## config.mk

```make
export PLATFORM = sky130hd
export DESIGN_NAME = sipo_shift_rx_flat
export DESIGN_NICKNAME = d
export VERILOG_FILES = /design/src/rtl/sipo_shift_rx_if.sv /design/src/rtl/sipo_shift_rx.sv /design/src/flat_wrapper.sv
export SDC_FILE = /design/constraint.sdc
export NUM_CORES = 1
export LEC_CHECK = 0
export BUFFER_PORTS_ARGS = -buffer_cell sky130_fd_sc_hd__buf_4
export CORE_MARGIN = 4
export CORE_UTILIZATION = 32
export DETAILED_ROUTE_END_ITERATION = 12
export PLACE_DENSITY = 0.58
export SYNTH_ARGS = -nofsm -noshare
export SYNTH_HDL_FRONTEND = slang
export SYNTH_SLANG_ARGS = --single-unit
export TNS_END_PERCENT = 1
```

## constraint.sdc

```tcl
create_clock -name clk -period 2.85 [get_ports clk]
set_input_delay 0.57 -clock clk [delete_from_list [all_inputs] [get_ports clk]]
set_output_delay 0.57 -clock clk [all_outputs]
set_load 0.01 [all_outputs]
```

## src/rtl/sipo_shift_rx_if.sv

```systemverilog
// Serial byte link receive-side bundle: serial bit stream in, parallel word out
// with a valid/ready handshake toward the consumer.
interface sipo_shift_rx_if #(
    parameter int DATA_W = 8
);
    logic              serial_i;
    logic              bit_vld_i;
    logic [DATA_W-1:0] data_o;
    logic              valid_o;
    logic              ready_i;

    // master: the serial source plus the word consumer; slave: the receiver
    modport master (
        output serial_i, bit_vld_i, ready_i,
        input  data_o, valid_o
    );

    modport slave (
        input  serial_i, bit_vld_i, ready_i,
        output data_o, valid_o
    );
endinterface

```

## src/rtl/sipo_shift_rx.sv

```systemverilog
// LSB-first serial-in/parallel-out receiver: assembles DATA_W-bit frames and
// holds each completed word in a single valid/ready output register.
module sipo_shift_rx #(
    parameter int DATA_W = 8
) (
    input  logic            clk,
    input  logic            rst,
    sipo_shift_rx_if.slave  rx,
    output logic            busy_o,
    output logic            frame_err_o,
    output logic            overrun_o
);
    localparam int CNT_W = $clog2(DATA_W + 1);

    typedef enum logic {
        IDLE,
        RECEIVE
    } state_e;

    state_e             state_q, state_d;
    logic [DATA_W-1:0]  shreg_q, shreg_d;
    logic [CNT_W-1:0]   cnt_q, cnt_d;
    logic [DATA_W-1:0]  data_q, data_d;
    logic               valid_q, valid_d;
    logic               frame_err_q, frame_err_d;
    logic               overrun_q, overrun_d;

    logic [DATA_W-1:0]  shifted;
    logic               complete;

    // New bits enter at the top so the first bit lands in bit 0 after DATA_W shifts
    assign shifted = {rx.serial_i, shreg_q[DATA_W-1:1]};

    always_comb begin
        // NOTE: every signal assigned here gets a default first, so no path leaves one unassigned and infers a latch.
        state_d     = state_q;
        shreg_d     = shreg_q;
        cnt_d       = cnt_q;
        data_d      = data_q;
        valid_d     = valid_q;
        frame_err_d = 1'b0;
        overrun_d   = 1'b0;
        complete    = 1'b0;

        unique case (state_q)
            IDLE: begin
                if (rx.bit_vld_i) begin
                    shreg_d = shifted;
                    cnt_d   = CNT_W'(1);
                    state_d = RECEIVE;
                end
            end
            RECEIVE: begin
                if (rx.bit_vld_i) begin
                    shreg_d = shifted;
                    if (cnt_q == CNT_W'(DATA_W - 1)) begin
                        complete = 1'b1;
                        cnt_d    = '0;
                        state_d  = IDLE;
                    end else begin
                        cnt_d = cnt_q + CNT_W'(1);
                    end
                end else begin
                    frame_err_d = 1'b1;
                    shreg_d     = '0;
                    cnt_d       = '0;
                    state_d     = IDLE;
                end
            end
            default: state_d = IDLE;
        endcase

        // A full register that is not being drained this edge drops the new word
        if (complete) begin
            if (!valid_q || rx.ready_i) begin
                data_d  = shifted;
                valid_d = 1'b1;
            end else begin
                overrun_d = 1'b1;
            end
        end else if (valid_q && rx.ready_i) begin
            valid_d = 1'b0;
        end
    end

    always_ff @(posedge clk) begin
        // NOTE: state registers use non-blocking assignments so every flop samples pre-edge values.
        if (rst) begin
            state_q     <= IDLE;
            shreg_q     <= '0;
            cnt_q       <= '0;
            data_q      <= '0;
            valid_q     <= 1'b0;
            frame_err_q <= 1'b0;
            overrun_q   <= 1'b0;
        end else begin
            state_q     <= state_d;
            shreg_q     <= shreg_d;
            cnt_q       <= cnt_d;
            data_q      <= data_d;
            valid_q     <= valid_d;
            frame_err_q <= frame_err_d;
            overrun_q   <= overrun_d;
        end
    end

    assign rx.data_o    = data_q;
    assign rx.valid_o   = valid_q;
    assign busy_o       = (state_q == RECEIVE);
    assign frame_err_o  = frame_err_q;
    assign overrun_o    = overrun_q;
endmodule

```

## src/flat_wrapper.sv

```systemverilog
// flat-port wrapper written by rule: the top's interface ports become plain ports
module sipo_shift_rx_flat 
#(
    parameter int DATA_W = 8
)
  (clk, rst, busy_o, frame_err_o, overrun_o, rx_serial_i, rx_bit_vld_i, rx_ready_i, rx_data_o, rx_valid_o);
  sipo_shift_rx_if #(.DATA_W(DATA_W)) rx_i ();
  input  logic clk;
  input  logic rst;
  output logic busy_o;
  output logic frame_err_o;
  output logic overrun_o;
  input wire logic [$bits(rx_i.serial_i)-1:0] rx_serial_i;
  input wire logic [$bits(rx_i.bit_vld_i)-1:0] rx_bit_vld_i;
  input wire logic [$bits(rx_i.ready_i)-1:0] rx_ready_i;
  output wire logic [$bits(rx_i.data_o)-1:0] rx_data_o;
  output wire logic [$bits(rx_i.valid_o)-1:0] rx_valid_o;
  assign rx_i.serial_i = rx_serial_i;
  assign rx_i.bit_vld_i = rx_bit_vld_i;
  assign rx_i.ready_i = rx_ready_i;
  assign rx_data_o = rx_i.data_o;
  assign rx_valid_o = rx_i.valid_o;
  sipo_shift_rx #(.DATA_W(DATA_W)) u_core (.clk(clk), .rst(rst), .rx(rx_i), .busy_o(busy_o), .frame_err_o(frame_err_o), .overrun_o(overrun_o));
endmodule
```

After elaboration in Yosys (flattened, before gate mapping)
Index checks and enable logic that the tools add are counted.
Storage, ports and cells
  bits in registers: 24
  bits in latches: 0
  memory bits (writable): 0
  memory bits (read-only): 0
  input bits: 5
  output and inout bits: 12
  word-level logic and storage cells: 40
  memories kept: 0
Operators by class
  add/sub/neg operators: 1
  multipliers: 0
  divide/modulo/power cells: 0
  magnitude comparators: 0
  equal/unequal tests: 3
  shift operators: 0
  multiplexer cells: 19
  bitwise gates (word level): 2
  reduce and logical (&&, ||, !) cells: 8
Operator list (count)
  $mux 8: 2
  $pmux 8 s2: 1
  $mux 4: 3
  $mux 1: 11
  $pmux 4 s2: 1
  $add 4x1->4 const B: 1
  $eq 4x3->1 const B: 1
  $ne 2x2->1 const B: 2
  $reduce_and 2->1: 2
  $reduce_or 2->1: 2
  $not 1->1: 2
  $pmux 1 s2: 1
  $reduce_bool 2->1: 1
  $logic_and 1x1->1: 1
  $logic_not 1->1: 1
  $logic_or 1x1->1: 1

Logic depth before layout (Yosys ltp)
Gate-level depths: netlist of run 1.
  word-level depth: 6
  depth in mapped cells: 5

Worst setup path after synthesis of run 1
No wires, ideal clock.
  kind: register -> register
  start point: register u_core.cnt_q[0]
  end point: register u_core.data_q[0] (netlist: u_core.rx.data_o[0])
  library setup time: 0.072 ns
  data arrival time: 1.233 ns
  setup slack: 1.546 ns
  cell stages (with the launch flop): 6
  buffers on the path: 1
  period minus slack after synthesis: 1.304 ns
  cells stage by stage: dfxtp_1 -> ha_1 -> and3b_1 -> and4_4 -> buf_6 -> mux2i_1
On the way
  cells in the longest elaborated chain, start to end: 5
Ends and longest elaborated chain
  start: declaration: line sipo_shift_rx.sv:22  | logic [CNT_W-1:0] cnt_q, cnt_d;
  start signal: assignment: line sipo_shift_rx.sv:99  | cnt_q <= cnt_d;
  $eq 4x3->1: line sipo_shift_rx.sv:56  | if (cnt_q == CNT_W'(DATA_W - 1)) begin
  $mux 1: line sipo_shift_rx.sv:56
  $mux 1: line sipo_shift_rx.sv:54  | if (rx.bit_vld_i) begin
  $mux 1: line sipo_shift_rx.sv:45  | unique case (state_q)
  $reduce_and 2->1 (no line)
  end signal: assignment: line sipo_shift_rx.sv:100  | data_q <= data_d;
  end: declaration: line sipo_shift_rx.sv:23  | logic [DATA_W-1:0] data_q, data_d;
Every way passes these cells.
A chain may end at the register's enable or synchronous reset.

Final worst setup path of run 1
  start point: register u_core.state_q (netlist: u_core.busy_o)
  end point: output port busy_o
RTL lines
  start: declaration: line sipo_shift_rx.sv:20  | state_e state_q, state_d;
  start signal: assignment: line sipo_shift_rx.sv:97  | state_q <= state_d;
  end: declaration: line flat_wrapper.sv:10  | output logic busy_o;
No word-level cell between the ends.

==> results of run 1 <==
-- area by class of cell --
class                   instances  share of cell area (%)
clock buffers                   3                   2.039
multi-input cells              71                   41.45
flip-flops and latches         23                   41.68
clock inverters                 1                  0.4530
well taps                      31                   3.511
repair buffers                 16                   10.87
-- synth_stat cells (2+ instances only) --
cell type / number
dfxtp_1: 23
nand2b_1: 18
a21oi_1: 11
nor2_1: 9
mux2i_1: 8
nor3b_1: 8
clkbuf_1: 4
nand3_1: 3
and3b_1: 2
buf_2: 2
nand2_1: 2
nor3_1: 2
-- flip-flops by register name (all words and copies together) (netlist names) --
register,flops
u_core.busy_o,1
u_core.overrun_o,1
u_core.rx.valid_o,1
u_core.shreg_q,7
u_core.rx.data_o,8
u_core.frame_err_o,1
u_core.cnt_q,4
-- worst max-delay path by stage --
stage,endpoint,slack [ns],cells past startpoint
final,busy_o,1.06,1
after global routing,busy_o,0.99,1
after CTS,busy_o,1.04,1
after detailed placement,u_core.cnt_q[3]$_SDFFE_PP0P_,1.29,4
after global placement,u_core.cnt_q[3]$_SDFFE_PP0P_,1.34,4
after floorplan,u_core.rx.data_o[0]$_SDFFE_PP0P_,1.55,5
-- kinds of logic after synthesis --
logic type / after synthesis / synth area share, %
AO/OA/AOI/OAI: 14 / 7.672
buffers and inverters: 8 / 4.551
adder cells (fa/ha/maj): 1 / 1.300
multiplexers: 8 / 8.323
flip-flops: 23 / 47.85
AND/OR/NAND/NOR: 48 / 30.30
-- stage by stage --
step	setup slack [ns]	area, sq um	power (mW)	hold slack, ns
floorplan	1.546	962.2	0.3579	0.4471
global placement	1.342	1077	0.3658	0.4578
detailed placement	1.286	1077	0.3668	0.4633
CTS	1.040	1105	0.5179	0.4862
global route	0.9893	1105	0.5316	0.5093
finish	1.064	1105	0.5080	0.4790
-- power groups by stage --
stage / Clock, mW / Combinational, mW / Sequential [mW]
global placement: 0 / 0.0276 / 0.338
floorplan: 0 / 0.0227 / 0.335
CTS: 0.158 / 0.0287 / 0.331
global route: 0.168 / 0.0321 / 0.332
finish: 0.149 / 0.0280 / 0.331
detailed placement: 0 / 0.0286 / 0.338
-- layer usage --
metal	track usage (%)	wire, microns	up-vias
met5	0	0	-
met4	5.785	30	0
met3	1.799	45	2
met2	16.11	835	7
met1	9.759	720	326
li1	-	-	372
-- worst reg2reg max path, stage by stage (launching register included) --
cell and delay, ns:
dfxtp_1 0.69, and3b_1 0.28, or3b_1 0.36, a31oi_1 0.12
==> results.ini, run 1 <==
[detailed_routing]
wirelength_microns=1631
vias_per_cell=4.876
drt_iter0_drc=32
detail_route.wl_per_cell_microns=11.25
ant_nets=0
drc=0
dr.pass1.iters=4
num_vias=707

[synthesis]
ys.flop_type=dfxtp_1
syn_avg_cell_area_sq_um=9.433
synth_area_leader_cell=dfxtp_1
synth-seq-cells=23
ys_warn_count=0
async_reset_ff_share_pct=0
syn_area_sq_um=962.2
synth_top_area_share_pct=47.85
synth_edf_count=0
yosysSeqAreaShare_pct=47.85
synth.distinct_cells=22
synth.area.top_cells=dfxtp_1, nand2b_1, mux2i_1
synth_nets=108
syn-instance-count=102

[power_and_ir_drop]
ir_drop_uv=133.2
p_sw_mw=0.1171
p_sw_share_pct=23.05
p_int_mw=0.3909
p_leak_nw=0.4005
p_per_area_mw_per_mm2=459.8
power_frac_comb_pct=5.5
seqPwrFrac_pct=65.2
clkPwrFrac_pct=29.3

[global_routing]
grt_pass1_wl_microns=2884
grt_max_degree=32
antenna_found_initial=0
grt_pass1_vias=701
grt.overflow.total=0
grt_use_total_pct=9.081

[placed_design]
place.gp.congestion=0.6364
portBuffers=16
place_inst=141
dpl.hpwl_microns=1125

[finish]
syn_to_final_growth_pct=14.82
drive_gt1_share_pct=18.42
seq_area_sq_um=460.4
final_cells=145
diodes=0
nets=121
fin_util_pct=39.38
multi_input_area_sq_um=457.9
final_cell_mix=dfxtp_1, nand2b_1, buf_4, a21oi_1, nor2_1
final_common_cell=dfxtp_1
n_fill_cell=303

[critical_path]
crit_chain=buf_4
critical_path_class=reg -> out
path_delay_family=flip-flops
max_stage_delay_ns=0.69
end_kind=output port
reg2regPathDepth=3
crit_slowest_cell=dfxtp_1
critPathMaxFanout=18
critPathLaunch=u_core.busy_o$_SDFF_PP0_
r2r-end=u_core.cnt_q[3]$_SDFFE_PP0P_
cp-start-kind=flip-flop
cp.buffers_inverters=1
arrival_ns=1.22
r2r_slack_ns=1.35
required_ns=2.28
regToRegStartpoint=u_core.busy_o$_SDFF_PP0_

[worst_hold_path]
whs_endpoint=u_core.rx.data_o[0]$_SDFFE_PP0P_
hp-class=reg -> reg
min-delay-start=u_core.shreg_q[1]$_SDFFE_PP0P_
worstHoldPathCells=2

[clock_network]
clock-sinks=23
cts_tree=yes
cts_resized=0
cts_setup_buffers=0
cts_root_buf=clkbuf_4
cts.htree.levels=1
clockBufferDepth=2
holdBufCountCts=0
clk_latency_ns=0.31
clkTransAtPathRegs_ns=0.13
cts_made_buffers=3

[die]
core.rowCount=19
io_pins=17
die-area_sq_mm=0.003948
start_util_pct=34.30
die_w_microns=62.84
core_sq_mm=0.002805
fp.dieH_microns=62.84

[job]
max_cap_viol_count=0

[timing]
clock-skew-final_ns=0.01189
hold_viol=0
maxSlewViolCount=0
fin_crit_sh_pct=62.66
worst_pin_slew_ns=0.5403
finalCriticalPeriod_ns=1.786
final.setup.tns_ns=0
slew_headroom_pct=63.93
rsz0062_at_grt=false
max_freq_ghz=0.5599
setup_viol=0

[status]
status=completed

(Power assumes the default switching activity.)
==> inputs of run 2 (changes only) <==
Settings changed: ABC_AREA set to 1, PLACE_DENSITY 0.58 to 0.59.
Clock period 2.85 ns to 1.49 ns, I/O delays scaled along.
==> results.ini, run 2 <==
[global_routing]
grt.overflow.total=0
antenna_found_initial=0
grt_max_degree=16
grt_use_total_pct=10.63
grt_pass1_vias=820
grt_pass1_wl_microns=3484

[timing]
timing.hold.ws_ns=0.2498
maxSlewViolCount=0
clock-skew-final_ns=0.001903
finalCriticalPeriod_ns=1.373
setup_viol=0
final.setup.tns_ns=0
max_freq_ghz=0.7284
fin_crit_sh_pct=92.14
slew_headroom_pct=71.59
setup_ws_ns=0.1171
hold_viol=0
worst_pin_slew_ns=0.4251
rsz0062_at_grt=false

[critical_path]
required_ns=1.71
crit_slowest_cell=dfxtp_1
critPathMaxFanout=6
critical_path_class=reg -> reg
arrival_ns=1.59
end_kind=flip-flop
crit_chain=ha_1 > nand2_2 > nor2_4 > buf_4 > nand4_1 > nand2_1 > nor2_1
max_stage_delay_ns=0.42
cp-start-kind=flip-flop

[clock_network]
holdBufCountCts=0
cts_resized=0
clkTransAtPathRegs_ns=0.12
cts.htree.levels=1
cts_tree=yes
cts_made_buffers=3
clk_latency_ns=0.31
clock-sinks=23
clockBufferDepth=2
cts_root_buf=clkbuf_4
cts_setup_buffers=0

[synthesis]
synth.area.top_cells=dfxtp_1, nand2_1, inv_1
syn-instance-count=143
async_reset_ff_share_pct=0
synth_area_leader_cell=dfxtp_1
ys_warn_count=0
synth-seq-cells=23
synth.most_common_cell=nand2_1
syn_avg_cell_area_sq_um=7.183
synth_nets=149
synth_edf_count=0
synth_top_area_share_pct=44.82
ys.flop_type=dfxtp_1
synthTopCellsByCount=nand2_1, inv_1, dfxtp_1
synth.distinct_cells=23
syn_area_sq_mm=0.001027
yosysSeqAreaShare_pct=44.82

[worst_hold_path]
hp-class=in -> reg

[die]
die_w_microns=64.66
io_pins=17
fp.dieH_microns=64.66
core_sq_mm=0.003053
die-area_sq_mm=0.004180
core.rowCount=20
start_util_pct=33.65

[finish]
diodes=0
design_area_sq_mm=0.001226
largest_register_ffs=8
final_common_cell=nand2_1
drive_gt1_share_pct=22.84
final_cell_mix=nand2_1, inv_1, dfxtp_1, buf_4, nor2_1
final_cells=206
syn_to_final_growth_pct=19.37
nets=169
fin_util_pct=40.16

[power_and_ir_drop]
clkPwrFrac_pct=29.3
power_frac_comb_pct=6.3
power.total_mw=0.9789
p_leak_nw=0.5137
p_per_area_mw_per_mm2=798.4
p_sw_share_pct=23.53
seqPwrFrac_pct=64.4
ir_drop_uv=269.6
p_int_mw=0.7486
p_sw_mw=0.2303

[placed_design]
portBuffers=16
post-place-ws_ns=0.1145
dpl.hpwl_microns=1453
place_inst=198
postPlaceCellArea_sq_mm=0.001170
place.gp.congestion=0.7550

[detailed_routing]
num_vias=875
ant_nets=0
detail_route.wl_per_cell_microns=9.379
dr.pass1.iters=4
drt_iter0_drc=28
vias_per_cell=4.248
wirelength_microns=1932
drc=0

[status]
status=completed

[job]
max_cap_viol_count=0

[run 2: cell types whose count changed after synthesis, moves of 8 or more]
cell	delta
inv_1	+26
mux2i_1	-8
nand2_1	+36
nand2b_1	-18
nand4_1	+8
nor3b_1	-8
[run 2: critical path: cells and delay by family (launching register included)]
family                     cells  cell delay [ns]
adders and majority gates      1             0.21
buffers and inverters          1             0.16
DFF                            1             0.42
and+or+nand+nor                5             0.50
[run 2: per-layer routing]
layer  track usage (%)  share of wire (%)
met1             12.20                 47
met2             18.30                 47
met3             1.906                3.3
met4             6.332                2.2
met5                 0                  0
[run 2: path summary, 6_finish.rpt]
path                                  startpoint                               end  slack [ns]  cells past startpoint
setup / recovery    u_core.cnt_q[0]$_SDFFE_PP0P_  u_core.rx.data_o[6]$_SDFFE_PP0P_        0.12                      7
hold / removal                       rx_serial_i    u_core.shreg_q[7]$_SDFFE_PP0P_        0.25                      3
setup reg to reg    u_core.cnt_q[0]$_SDFFE_PP0P_  u_core.rx.data_o[6]$_SDFFE_PP0P_        0.12                      7
hold reg to reg   u_core.shreg_q[1]$_SDFFE_PP0P_    u_core.shreg_q[1]$_SDFFE_PP0P_        0.48                      2
[run 2: area by class of cell]
type	instances	area, sq um
clock buffers	4	26.28
well taps	44	55.05
repair buffers	20	150.1
inverters	30	115.1
flip-flops and latches	23	460.4
fillers	350	1827
multi-input cells	85	419.2
[run 2: power by group through the flow]
| stage | clock network [mW] | registers [mW] | logic [mW] |
|---|---|---|---|
| after floorplan | 0 | 0.644 | 0.0391 |
| after global placement | 0 | 0.644 | 0.0611 |
| after detailed placement | 0 | 0.644 | 0.0625 |
| after CTS | 0.304 | 0.631 | 0.0625 |
| after global routing | 0.333 | 0.632 | 0.0706 |
| final | 0.287 | 0.630 | 0.0617 |
[run 2: cells by family (layout without fill, tap and decap cells)]
group / after synthesis / after routing / synth area share, %
compound gates: 14 / 14 / 7.431
buf+inv: 35 / 54 / 14.37
flops: 23 / 23 / 44.82
simple gates: 70 / 70 / 32.15
fa+ha+maj: 1 / 1 / 1.218
==> inputs of run 3 (changes only) <==
Settings changed: ABC_AREA 1 to unset.
Clock period 1.49 ns to 1.2 ns, I/O delays scaled along.
==> results.ini, run 3 (synthesis gave the netlist of run 1 again) <==
[status]
status=complete, but fails checks
failed_checks=negative setup slack

[die]
die_w_microns=62.84
io_pins=17
core.rowCount=19
fp.dieH_microns=62.84
core_sq_mm=0.002805
start_util_pct=34.30
die-area_sq_mm=0.003948

[critical_path]
required_ns=1.43
critical_path_class=reg -> reg
cp-start-kind=flip-flop
critPathMaxFanout=3
r2r_slack_ns=-0.13
critPathLaunch=u_core.cnt_q[1]$_SDFFE_PP0P_
regToRegStartpoint=u_core.cnt_q[1]$_SDFFE_PP0P_
reg2regPathDepth=4
r2r-end=u_core.cnt_q[3]$_SDFFE_PP0P_
end_kind=flip-flop
arrival_ns=1.56

[detailed_routing]
dr.pass1.iters=4
ant_nets=0
num_vias=722
drt_iter0_drc=16
vias_per_cell=4.813
drc=0
detail_route.wl_per_cell_microns=11.63
wirelength_microns=1745

[placed_design]
place.gp.congestion=0.7036
post-place-ws_ns=-0.07590
postPlaceCellArea_sq_mm=0.001130
portBuffers=16
dpl.hpwl_microns=1193

[finish]
seq_area_sq_um=462.9
drive_gt1_share_pct=24.37
diodes=0
nets=126
multi_input_area_sq_um=470.5
syn_to_final_growth_pct=20.29
largest_register_ffs=8
n_fill_cell=290
design_area_sq_mm=0.001157
final_cell_mix=buf_4, dfxtp_1, nand2b_1, a21oi_1, nor2_1
fin_util_pct=41.26

[clock_network]
clockBufferDepth=2
clk_latency_ns=0.30
cts_root_buf=clkbuf_4
cts_resized=0
clock-sinks=23
cts_tree=yes
cts.htree.levels=1
holdBufCountCts=0
clkTransAtPathRegs_ns=0.13
cts_made_buffers=3

[worst_hold_path]
min-delay-start=rx_serial_i
whs_endpoint=u_core.shreg_q[7]$_SDFFE_PP0P_
hp-class=in -> reg
worstHoldPathCells=3

[global_routing]
grt.overflow.total=0
grt_max_degree=32
grt_use_total_pct=9.423
grt_pass1_wl_microns=3063
antenna_found_initial=0
grt_pass1_vias=715

[job]
max_cap_viol_count=0

[power_and_ir_drop]
p_per_area_mw_per_mm2=1054
p_leak_nw=0.4250
ir_drop_uv=556.5
power.total_mw=1.220

[timing]
rsz0062_at_grt=true
worst_pin_slew_ns=0.2464
fin_crit_sh_pct=110.7
setup_viol=10
finalCriticalPeriod_ns=1.328
max_freq_ghz=0.7529
maxSlewViolCount=0
setup_ws_ns=-0.1282
hold_viol=0
slew_headroom_pct=83.57
clock-skew-final_ns=0.003706

==> run 3: cell count changes in the layout (fill, tap and decap cells not counted), sizes merged, moves of 2 or more <==
cell,before,now
and3b,0,2
nor3b,0,8
nand2b,0,18
inv,30,0
nand2,42,2
mux2i,0,8
nand4,9,1
nor2,15,9
==> run 3: how the worst max path moves through the flow <==
stage                                             to  slack [ns]
detailed placement  u_core.rx.data_o[7]$_SDFFE_PP0P_       -0.08
global placement    u_core.rx.data_o[5]$_SDFFE_PP0P_       -0.07
global route            u_core.cnt_q[3]$_SDFFE_PP0P_       -0.20
CTS                     u_core.cnt_q[3]$_SDFFE_PP0P_       -0.14
floorplan           u_core.rx.data_o[0]$_SDFFE_PP0P_       -0.05
finish                  u_core.cnt_q[3]$_SDFFE_PP0P_       -0.13
==> run 3: what timing repair did <==
action,CTS,global route
pin swaps,0,0
endpoints found under the setup margin,10,13
setup buffers,0,0
==> run 3: metrics by stage <==
stage          setup TNS (ns)  cells  hold slack [ns]
3_3_place_gp          -0.2673    146           0.4601
5_1_grt                -1.599    150           0.1767
2_1_floorplan         -0.3930    102           0.3702
6_report              -0.7640    150           0.1860
3_5_place_dp          -0.5610    146           0.4620
4_1_cts               -0.9034    150           0.1781
==> run 3: layout make-up <==
cell class                 count  area share (%)
tap                           31           3.351
clock buffer                   3           1.946
clock inverter                 1          0.4324
sequential                    23           40.00
timing repair buffer          21           13.62
multi-input combinational     71           40.65
==> run 3: metal layers <==
layer	up-vias	global-route usage [%]	wire length, microns
li1	377	-	-
met1	337	11.09	806
met2	6	16.25	872
met3	2	2.158	33
met4	0	4.132	32
met5	-	0	0
==> run 3: power by group <==
part	internal, mW	total [mW]	switching, mW
combinational	0.0414	0.0870	0.0456
sequential	0.773	0.781	0.00764
clock	0.124	0.352	0.228
==> run 3: worst max-delay path, stage by stage, from the launching register on <==
cell	delay (ns)
dfxtp_2	0.36
ha_4	0.16
and3b_1	0.23
or3b_1	0.35
a31oi_1	0.15
